<file path="src/rtl/debounce_defs.sv">
// rtl/debounce_defs.sv - shared debounce constants and the clog2 constant function
//
// Contents:
//   STABLE_CYCLES_DEFAULT : default number of qualifying samples to accept a level
//   clog2()               : ceiling log2, usable in parameter defaults
package debounce_defs;

    localparam int STABLE_CYCLES_DEFAULT = 4;

    // Ceiling log2 of value; a counter of clog2(N) bits holds 0..N-1.
    function automatic int clog2(input int value);
        int remaining;
        int result;
        remaining = value - 1;
        result    = 0;
        while (remaining > 0) begin
            result    = result + 1;
            remaining = remaining >> 1;
        end
        return result;
    endfunction

endpackage

</file>
<file path="src/rtl/sync_2ff.sv">
// rtl/sync_2ff.sv - two-flop synchronizer for a single asynchronous bit
//
// Ports:
//   Clock : destination clock, rising edge
//   Clear : synchronous active-high reset, forces both stages to 0
//   d     : asynchronous input bit
//   q     : synchronized output (second stage)
module sync_2ff (
    input  logic Clock,
    input  logic Clear,
    input  logic d,
    output logic q
);

    // First stage may go metastable; only the second stage is ever consumed.
    logic s0;

    always_ff @(posedge Clock) begin
        if (Clear) begin
            s0 <= 1'b0;
            q  <= 1'b0;
        end else begin
            s0 <= d;
            q  <= s0;
        end
    end

endmodule

</file>
<file path="src/rtl/debounce_edge_detect.sv">
// rtl/debounce_edge_detect.sv - debounced level with one-cycle rise/fall pulses
//
// Parameters:
//   STABLE_CYCLES : consecutive enabled mismatching samples needed to accept a level (2..65535)
//   CNT_W         : counter width, derived from STABLE_CYCLES; leave at its default
// Ports:
//   Clock  : single clock, rising edge
//   Clear  : synchronous active-high reset
//   Din    : raw asynchronous input
//   Enable : sample tick; when low a pending qualification holds
//   Dout   : debounced registered level
//   Rise   : one-cycle pulse when Dout is accepted 0->1
//   Fall   : one-cycle pulse when Dout is accepted 1->0
//   Busy   : a candidate change is being qualified (counter non-zero)
module debounce_edge_detect
    import debounce_defs::*;
#(
    parameter int STABLE_CYCLES = STABLE_CYCLES_DEFAULT,
    parameter int CNT_W         = clog2(STABLE_CYCLES)
) (
    input  logic Clock,
    input  logic Clear,
    input  logic Din,
    input  logic Enable,
    output logic Dout,
    output logic Rise,
    output logic Fall,
    output logic Busy
);

    localparam logic [CNT_W-1:0] TERMINAL = CNT_W'(STABLE_CYCLES - 1);

    logic             s1;
    logic [CNT_W-1:0] count;
    logic [CNT_W-1:0] count_next;
    logic             dout_next;
    logic             rise_next;
    logic             fall_next;

    sync_2ff u_sync (
        .Clock (Clock),
        .Clear (Clear),
        .d     (Din),
        .q     (s1)
    );

    // The count is the number of consecutive enabled samples in which the
    // synchronized input disagreed with Dout. Agreement discards any partial
    // run immediately, so a short glitch never accumulates across gaps.
    always_comb begin
        count_next = count;
        dout_next  = Dout;
        rise_next  = 1'b0;
        fall_next  = 1'b0;
        if (s1 == Dout) begin
            count_next = '0;
        end else if (Enable) begin
            if (count == TERMINAL) begin
                // This sample completes the run: accept and restart from zero.
                count_next = '0;
                dout_next  = s1;
                rise_next  = s1;
                fall_next  = ~s1;
            end else begin
                count_next = count + CNT_W'(1);
            end
        end
    end

    always_ff @(posedge Clock) begin
        if (Clear) begin
            count <= '0;
            Dout  <= 1'b0;
            Rise  <= 1'b0;
            Fall  <= 1'b0;
        end else begin
            count <= count_next;
            Dout  <= dout_next;
            Rise  <= rise_next;
            Fall  <= fall_next;
        end
    end

    // Derived only from the counter register, so Din has no path to Busy.
    assign Busy = (count != '0);

endmodule

</file>
<file path="config.mk">
export PLATFORM = sky130hd
export DESIGN_NAME = debounce_edge_detect
export DESIGN_NICKNAME = d
export VERILOG_FILES = /design/src/rtl/debounce_defs.sv /design/src/rtl/sync_2ff.sv /design/src/rtl/debounce_edge_detect.sv
export SDC_FILE = /design/constraint.sdc
export NUM_CORES = 1
export LEC_CHECK = 0
export CELL_PAD_IN_SITES_DETAIL_PLACEMENT = 2
export CELL_PAD_IN_SITES_GLOBAL_PLACEMENT = 2
export CORE_AREA = 2 2 39 41
export CTS_CLUSTER_SIZE = 14
export DETAILED_ROUTE_END_ITERATION = 8
export DIE_AREA = 0 0 41 43
export PLACE_DENSITY_LB_ADDON = 0.1
export SYNTH_ARGS = -nofsm -noshare
export SYNTH_HDL_FRONTEND = slang
export SYNTH_SLANG_ARGS = --single-unit
</file>
<file path="constraint.sdc">
create_clock -name Clock -period 1.3 [get_ports Clock]
set_clock_uncertainty 0.2 [all_clocks]
set_input_delay 0.26 -clock Clock [delete_from_list [all_inputs] [get_ports Clock]]
set_output_delay 0.26 -clock Clock [all_outputs]
set_load 0.005 [all_outputs]
</file>
==> run metrics <==
CTS tree=done; CTS root buffer=clkbuf_4; Finished Layout Cells=61; Max-Cap Viols=0; RD Place Congestion=0.636; worst reg2reg path depth=4; # hold bufs at CTS=0; commonest non-fill, non-tap cell in the layout=buf_4; CP Max Fanout=3; Max Fclk=roughly 0.68 GHz; clock-pin slew on the worst setup and hold paths=60 ps; DRT iter0 DRCs=0; VDD IR max=0.486 mV; Worst Setup End Kind=register; WP data arrival=between 1000 and 1500 ps; P_leak=between 0.2 and 0.25 nW; Power, Total=0.452 mW; synthesis warning total=0; drt first pass iters=1; Top Ports=8; number of distinct library cells after synthesis=15; Num CTS Buffers=3; Critical-path top delay cell=or3b_4; #FFs+latches synth=7; DR vias/cell=4.26; layout cells sized above 1=55.6%; Syn Nets=32; Final Setup Violations=3; GRT Total Usage=11.2%; clock tree buffer depth=2; DRC Markers=0; row cnt=14; clk_lat worst skew=240 ps; final WL=roughly 700 um; Die Y=43 um; port bufs=7; Crit Path Class=register to register; Netlist Area Pre-Place=about 280 um^2; largest net degree at the start of global routing=6; htree depth=1; first-pass GRT wire length=1260 um; status=finished with violations; Nets=52; Core ar.=1380 um^2; RSZ-0062 raised after global routing=true; die area=1760 um^2; fin crit share=113%; Final Slew Violations=0; vias after detailed routing=260; Mapped Avg Cell Area=roughly 11 um^2; PD cells=851 nW/um^2; Avg WL per Cell=11.4 um; # placed instances=55; CP Data Required Time=1270 ps; Crit path depth=4; Gate Count Post-Synth=26; Final min period=1460 ps; clk sink count=7; CP max stage delay=390 ps; hold_ws=255 ps; violated checks=negative setup slack; initial antenna violation count=0; Setup crit start kind=register; commonest non-fill, non-tap cells in the layout=buf_4 (6), dfxtp_1 (5), clkbuf_4 (3), clkdlybuf4s50_1 (3); Area Overhead vs Synth=88.9%; # diodes=0; die width=a little over 40 um; Starting Density=20.3%; Max-slew headroom=83.4%; Seq/Total Area, Yosys=between 40% and 50%; HP Class=register to register; final hold violations=0; vias in the first global route=304; Worst-Margin Slew=about 250 ps; min setup slack post-route=-163 ps; Crit path max-delay family=simple AND/OR/NAND/NOR gates; Fillers=153; grt ovf=0; worst hold stages=1; Detailed Place HPWL=511 um; WP buf/inv=1; Final ANT Viol Nets=0; CP cell instances=buf_6 > ha_4 > or3b_4 > a211oi_2
## report_power, final
part	total, mW	switching (mW)	internal [mW]
Combinational	0.0369	0.0149	0.0220
Clock	0.194	0.0771	0.117
Sequential	0.221	0.00306	0.218
## cell families (layout without fill, tap and decap cells)
logic type	after synthesis	after routing	share of synthesized area, %
and+or+nand+nor	9	9	20.9
DFF	7	7	49.8
AOI/OAI and AO/OA	3	3	9.78
buffers and inverters	3	22	4.00
adders and majority gates	2	2	8.89
xor gates and xnor gates	1	1	3.11
muxes	1	1	3.56
## final timing paths
| kind | slack [ps] | endpoint | start |
|---|---|---|---|
| setup / recovery | -160 | count[0]$_SDFFE_PP0P_ | count[0]$_SDFFE_PP0P_ |
| hold / removal | 260 | u_sync.q$_SDFF_PP0_ | u_sync.s0$_SDFF_PP0_ |
| setup reg to reg | -160 | count[0]$_SDFFE_PP0P_ | count[0]$_SDFFE_PP0P_ |
| hold reg to reg | 260 | u_sync.q$_SDFF_PP0_ | u_sync.s0$_SDFF_PP0_ |
## routing by layer
metal,routed length (um),GRT usage [%],vias up
met3,39,3.14,2
met1,283,11.7,127
met4,11,10.0,0
li1,-,-,126
met2,358,16.9,5
met5,0,0,-
## per-stage QoR
step	setup TNS [ps]	utilization [%]	setup slack [ps]	instance area, um^2
final	-246	38.4	-163	532
after detailed placement	-1250	30.3	-277	419
after CTS	-573	36.7	-227	508
after floorplan	0	-	6.25	284
after global placement	-1050	30.3	-232	419
after global routing	-389	38.4	-206	532
## area by class of cell
class | instances | area [um^2] | area share (%)
well taps | 16 | 20.0 | 3.76
multi-input cells | 16 | 201 | 37.9
inverters | 3 | 11.3 | 2.12
repair buffers | 15 | 130 | 24.5
flip-flops and latches | 7 | 143 | 26.8
clock buffers | 4 | 26.3 | 4.94
## registers in the layout (all words and copies together), names as in the netlist
| signal | flops |
|---|---|
| count | 2 |
| Dout | 1 |
| Fall | 1 |
| Rise | 1 |
| u_sync.q | 1 |
| u_sync.s0 | 1 |
## synthesized netlist by cell type
| cell | number | area (um^2) |
|---|---|---|
| a21bo_2 | 1 | 10.0 |
| a211oi_2 | 1 | 12.5 |
| nor3_1 | 1 | 5.00 |
| nor2b_1 | 2 | 12.5 |
| xnor2_1 | 1 | 8.76 |
| ha_1 | 2 | 25.0 |
| nor4b_1 | 2 | 17.5 |
| mux2i_1 | 1 | 10.0 |
| nand3_1 | 1 | 5.00 |
| nand2_1 | 1 | 3.75 |
| nand2b_1 | 1 | 6.26 |
| a21oi_1 | 1 | 5.00 |
| dfxtp_1 | 7 | 140 |
| or3b_1 | 1 | 8.76 |
| inv_1 | 3 | 11.3 |
## repair_timing
action                                  4_1_cts  5_1_grt
pin swaps                                     3        5
gates cloned                                  0        0
gates resized for setup                      17       10
buffers inserted                              2        2
endpoints found under the setup margin        8        6
Power figures use the tool's default switching activity.
